==> src/rtl/psum_collector.sv <==
// psum_collector
//   Collects partial sums from the last PE of one systolic-array column into a
//   local buffer of 2**ADDR_W signed entries. A valid psum is captured on one
//   edge and written on the next, either overwriting the entry or adding to it
//   with saturation. The controller drains entries through a registered read
//   port that can clear the entry it reads. An accepted-psum counter raises a
//   one-cycle Done pulse when it reaches Exp_Cnt. Ovf_Flag records any clamp.
//
// Ports
//   CLK, RST    clock; synchronous active-high reset
//   Psum_In     signed psum from the last PE (PSUM_W)
//   Addr_P_In   destination entry of Psum_In
//   Valid_P_In  bit 0 qualifies Psum_In/Addr_P_In
//   Acc_Mode    1 = accumulate into entry, 0 = overwrite entry
//   Exp_Cnt     psum count that fires Done (0 = never)
//   Rd_Req      read request; Rd_Addr selects the entry
//   Rd_Clr      with Rd_Req: zero the entry after reading it
//   Rd_Data     registered read data (holds when no request)
//   Rd_Valid    one-cycle pulse qualifying Rd_Data
//   Psum_Cnt    psums accepted since reset / Cnt_Clr (wraps)
//   Cnt_Clr     zero Psum_Cnt and Ovf_Flag
//   Done        one-cycle pulse when Psum_Cnt reaches Exp_Cnt
//   Ovf_Flag    sticky saturation indicator
module psum_collector #(
    parameter int PSUM_W  = 16,
    parameter int ADDR_W  = 4,
    parameter int VALID_W = 1,
    parameter int ACC_W   = 32,
    parameter int CNT_W   = 16
) (
    input  logic                CLK,
    input  logic                RST,
    input  logic [PSUM_W-1:0]   Psum_In,
    input  logic [ADDR_W-1:0]   Addr_P_In,
    input  logic [VALID_W-1:0]  Valid_P_In,
    input  logic                Acc_Mode,
    input  logic [CNT_W-1:0]    Exp_Cnt,
    input  logic                Rd_Req,
    input  logic [ADDR_W-1:0]   Rd_Addr,
    input  logic                Rd_Clr,
    output logic [ACC_W-1:0]    Rd_Data,
    output logic                Rd_Valid,
    output logic [CNT_W-1:0]    Psum_Cnt,
    input  logic                Cnt_Clr,
    output logic                Done,
    output logic                Ovf_Flag
);

    localparam int DEPTH = 2 ** ADDR_W;
    localparam logic [ACC_W-1:0] ACC_MAX = {1'b0, {(ACC_W-1){1'b1}}};
    localparam logic [ACC_W-1:0] ACC_MIN = {1'b1, {(ACC_W-1){1'b0}}};

    // Stage-1 capture register
    logic               s1_vld_q;
    logic [ACC_W-1:0]   s1_psum_q;
    logic [ADDR_W-1:0]  s1_addr_q;
    logic               s1_acc_q;

    logic [ACC_W-1:0]   mem_q [DEPTH];

    logic [ACC_W-1:0]   rd_data_q;
    logic               rd_valid_q;
    logic [CNT_W-1:0]   cnt_q, cnt_d;
    logic               done_q, done_d;
    logic               ovf_q, ovf_d;

    logic               cap;
    logic [ACC_W-1:0]   psum_ext;
    logic               clr_hit;
    logic [ACC_W-1:0]   base;
    logic [ACC_W:0]     sum_wide;
    logic               sat_hi, sat_lo;
    logic [ACC_W-1:0]   acc_val;
    logic [ACC_W-1:0]   entry_d;
    logic               clamp;
    logic [CNT_W-1:0]   cnt_base;

    always_comb begin
        cap      = Valid_P_In[0];
        psum_ext = ACC_W'($signed(Psum_In));

        // A clear-on-read of the entry being written this edge makes the
        // write start from zero instead of the stale stored value.
        clr_hit  = Rd_Req && Rd_Clr && (Rd_Addr == s1_addr_q);
        base     = clr_hit ? '0 : mem_q[s1_addr_q];

        // One guard bit: the top two bits differ exactly when the sum left
        // the representable range.
        sum_wide = {base[ACC_W-1], base} + {s1_psum_q[ACC_W-1], s1_psum_q};
        sat_hi   = ~sum_wide[ACC_W] &  sum_wide[ACC_W-1];
        sat_lo   =  sum_wide[ACC_W] & ~sum_wide[ACC_W-1];
        if (sat_hi)
            acc_val = ACC_MAX;
        else if (sat_lo)
            acc_val = ACC_MIN;
        else
            acc_val = sum_wide[ACC_W-1:0];

        entry_d  = s1_acc_q ? acc_val : s1_psum_q;
        clamp    = s1_vld_q && s1_acc_q && (sat_hi || sat_lo);

        cnt_base = Cnt_Clr ? '0 : cnt_q;
        cnt_d    = cnt_base + CNT_W'(cap);
        done_d   = cap && (cnt_d == Exp_Cnt) && (Exp_Cnt != '0);

        // A clamp on the same edge as Cnt_Clr still registers.
        ovf_d    = (ovf_q && !Cnt_Clr) || clamp;
    end

    always_ff @(posedge CLK) begin
        if (RST) begin
            s1_vld_q   <= 1'b0;
            s1_psum_q  <= '0;
            s1_addr_q  <= '0;
            s1_acc_q   <= 1'b0;
            mem_q      <= '{default: '0};
            rd_data_q  <= '0;
            rd_valid_q <= 1'b0;
            cnt_q      <= '0;
            done_q     <= 1'b0;
            ovf_q      <= 1'b0;
        end else begin
            s1_vld_q <= cap;
            if (cap) begin
                s1_psum_q <= psum_ext;
                s1_addr_q <= Addr_P_In;
                s1_acc_q  <= Acc_Mode;
            end

            rd_valid_q <= Rd_Req;
            if (Rd_Req)
                rd_data_q <= mem_q[Rd_Addr];

            // Stage-1 write comes after the clear so it wins on a collision.
            if (Rd_Req && Rd_Clr)
                mem_q[Rd_Addr] <= '0;
            if (s1_vld_q)
                mem_q[s1_addr_q] <= entry_d;

            cnt_q  <= cnt_d;
            done_q <= done_d;
            ovf_q  <= ovf_d;
        end
    end

    assign Rd_Data  = rd_data_q;
    assign Rd_Valid = rd_valid_q;
    assign Psum_Cnt = cnt_q;
    assign Done     = done_q;
    assign Ovf_Flag = ovf_q;

endmodule

==> config.mk <==
export PLATFORM = sky130hd
export DESIGN_NAME = psum_collector
export DESIGN_NICKNAME = d
export VERILOG_FILES = /design/src/rtl/psum_collector.sv
export SDC_FILE = /design/constraint.sdc
export NUM_CORES = 1
export LEC_CHECK = 0
export CAP_MARGIN = 30
export CELL_PAD_IN_SITES_DETAIL_PLACEMENT = 2
export CELL_PAD_IN_SITES_GLOBAL_PLACEMENT = 2
export CORE_UTILIZATION = 35
export DETAILED_ROUTE_END_ITERATION = 7
export DONT_BUFFER_PORTS = 1
export HOLD_SLACK_MARGIN = 0.02
export PLACE_DENSITY_LB_ADDON = 0.15
export SKIP_CTS_REPAIR_TIMING = 1
export SYNTH_ARGS = -nofsm -noshare
export SYNTH_HDL_FRONTEND = slang
export SYNTH_SLANG_ARGS = --single-unit
==> constraint.sdc <==
create_clock -name CLK -period 7.6 [get_ports CLK]
set_clock_uncertainty 0.2 [all_clocks]
set_input_delay 1.14 -clock CLK [delete_from_list [all_inputs] [get_ports CLK]]
set_output_delay 1.14 -clock CLK [all_outputs]
set_load 0.005 [all_outputs]
==> qor.txt <==
Synth top area share: 38.0%
Number of synthesized flops with an enable pin: 0
CP Depth: 20
Initial antenna violation count: 9
I/O Pins: 98
RSZ-0062 raised after global routing: no
CTS tree: yes
Cell variety after synth: 82
Die area: 89200 um2
Syn. warnings: 0
H-tree depth: 3
GP Congestion: 0.880
CP delay by family, top: compound AO/OA/AOI/OAI gates
RR Endpoint: mem_q[326]
Run status: finished clean
Critical path's most frequent cell: nand2_1
Max clock buf depth: 3
Synth area leaders: dfxtp_1 (38%), mux4_2 (23%), a22oi_1 (5.1%), nor2_1 (4.9%), a21oi_1 (3.9%)
Final hold vios: 0
Synth Cell Area: 30800 um2
PwrDens: 209 nW/um2
Avg Cell Area, Syn: 10.3 um2
Synth cell count leaders: dfxtp_1 (585), nor2_1 (406), mux4_2 (319)
WL per Instance: 33.9 um
Rows: 108
Setup Viol. Count Final: 0
Multi-input logic area: 18200 um2
HPWL after DPL: 85.7 mm
Net Count, Synth: 3062
Reg2Reg Setup Slack: 510 ps
Slew @ Worst Pin: 1040 ps
Min-delay worst type: register to register
Worst hold endpoint: mem_q[80]
Drt total wl: 138 mm
Sequential fraction of the synthesis area: 38.0%
Initial Util: 35.4%
Core box area: 86900 um2
Top fanout value on the critical path: 32
Pwr Total: 7.26 mW
CP startpoint: s1_addr_q[1]
Switching share of total power: 25.5%
WHS Path Cells: 2
Psw: 1.85 mW
Total global-route track usage: 30.7%
Max Clock Freq: 141 MHz
Root Buffer: clkbuf_16
Synth Flop Type: dfxtp_1
TritonCTS buffer count: 72
Pre-CTS setup slack: 610 ps
Clock network power share: 49.2%
WS Path Type: register to register
Worst R2R Path Depth: 20
Buf/Inv on CP: 3
Vias/cell: 6.56
Sequential share of power: 43.1%
Routed vias: 26800
Die Y-Extent: 299 um
Final WS setup: 513 ps
Largest net degree at the start of global routing: 478
Die width: 299 um
Fin Hold WS: 275 ps
Iteration-0 DRC Markers: 2353
Register Area: 11700 um2
Worst reg2reg startpoint: s1_addr_q[1]
Layout Utilization: 40.0%
Post-route ant nets: 0
Fraction of layout cells with a size suffix above 1: 21.0%
Ys async rst share: 0%
Sink Count: 585
Combinational power share: 7.6%
Skew-Pair Late Insertion Delay: 660 ps
Slew Limit Fails: 0
Dominant cell type by area after synthesis: dfxtp_1
Vias in the first global route: 28400
Cell with the most instances after synthesis: dfxtp_1
Drt drc: 0
CP startpoint kind: register
Min Tclk post-route: 7090 ps
Final nets: 2956
Max Cap Viol: 0
Synthesis-to-layout area growth: 13.0%
Max-slew headroom: 30.2%
Hold Crit Start: mem_q[80]
IR drop worst, VDD: 0.000148 V
Int Pwr: 5.41 mW
Fill cells: 9027
Period utilization: 93.2%
Number of detailed-route iterations in the first pass: 7
Setup TNS: 0 ps
Critical Path Slowest Stage Cell: dfxtp_4
Worst-path clk slew: 60 ps
# port buffers: 0
WP data required: 7980 ps
Register bit total from synthesis: 585
Gr ovfl total: 0
Synthesized instance count: 2978
Worst Setup End Kind: register
First-pass GRT wire length: 202 mm
Leakage: 12.0 nW
Critical path, cell by cell: buf_12 -> buf_4 -> mux4_2 -> mux4_2 -> nor2b_1 -> ha_1 -> nand2_1 -> o21ai_0 -> nand4_1 -> o32a_2 -> a2111oi_4 -> o21ai_1 -> nand2_1 -> nand2_1 -> ha_1 -> buf_4 -> o311ai_0 -> o21a_1 -> a22oi_1 -> nor2_1
CP Data Arrival Time: 7470 ps
Max incr delay on CP: 760 ps
==> metrics by stage <==
step,cell area [um2],cells
global placement,32200,3939
detailed placement,32400,3951
finish,34800,4085
floorplan,30800,2978
CTS,34800,4081
global route,34800,4083
==> placed cells by master, fill, tap and decap left out, types with 14 or more instances in the layout <==
| cell type | count |
|---|---|
| a21o_1 | 18 |
| a21oi_1 | 231 |
| a221oi_1 | 17 |
| a22o_1 | 112 |
| a22oi_1 | 209 |
| buf_4 | 94 |
| clkbuf_1 | 19 |
| clkbuf_16 | 75 |
| clkbuf_8 | 14 |
| dfxtp_1 | 581 |
| ha_1 | 36 |
| inv_1 | 17 |
| mux2i_1 | 68 |
| mux4_2 | 319 |
| nand2_1 | 126 |
| nand3_1 | 75 |
| nand3b_1 | 25 |
| nor2_1 | 394 |
| nor2b_1 | 66 |
| o21ai_0 | 115 |
| o22ai_1 | 17 |
| o31ai_1 | 17 |
| xnor2_1 | 25 |
| xor2_1 | 14 |
==> flip-flops by register name, indices dropped and copies added, names as in the netlist <==
register / cells
Ovf_Flag: 1
Rd_Valid: 1
s1_acc_q: 1
s1_addr_q: 4
s1_vld_q: 1
Done: 1
Psum_Cnt: 16
mem_q: 512
Rd_Data: 32
s1_psum_q: 16
==> worst max-delay path by stage <==
stage	endpoint	slack, ps
4_1_cts	mem_q[333]	570
3_3_place_gp	mem_q[45]	870
5_1_grt	mem_q[230]	320
6_report	mem_q[326]	510
3_5_place_dp	mem_q[173]	610
2_1_floorplan	mem_q[377]	810
==> kinds of logic after synthesis <==
group	after synthesis	synth area share, %
xor gates and xnor gates	39	1.11
DFF	585	38.0
adders and majority gates	37	1.53
buffers and inverters	309	4.00
muxes	388	25.6
AOI/OAI and AO/OA	832	18.2
and+or+nand+nor	788	11.5
==> power groups by stage <==
stage	Combinational, mW	Sequential [mW]	Clock (mW)
floorplan	0.427	3.17	0
global placement	0.524	3.19	0
detailed placement	0.543	3.20	0
CTS	0.545	3.13	3.64
global route	0.576	3.13	3.75
finish	0.554	3.13	3.58
==> worst min-delay path, cell delays in order (launching register included) <==
cell     delay [ps]
dfxtp_1         320
nand2_1          60
a21oi_1          60
==> metal layers <==
metal	track usage [%]	routed length, um
met1	41.0	59100
met4	11.8	5110
met3	4.59	8780
met5	0	47
met2	50.2	65200
==> final cells by class <==
| class | instances | area share [%] |
|---|---|---|
| Timing Repair Buffer | 111 | 2.72 |
| Inverter | 18 | 0.194 |
| Tap cell | 1155 | 4.15 |
| Sequential cell | 585 | 33.7 |
| Antenna cell | 2 | 0.0144 |
| Clock buffer | 108 | 6.15 |
| Clock inverter | 22 | 0.741 |
| Multi-Input combinational cell | 2084 | 52.3 |
Note: power is estimated with default switching activity, not from simulation.
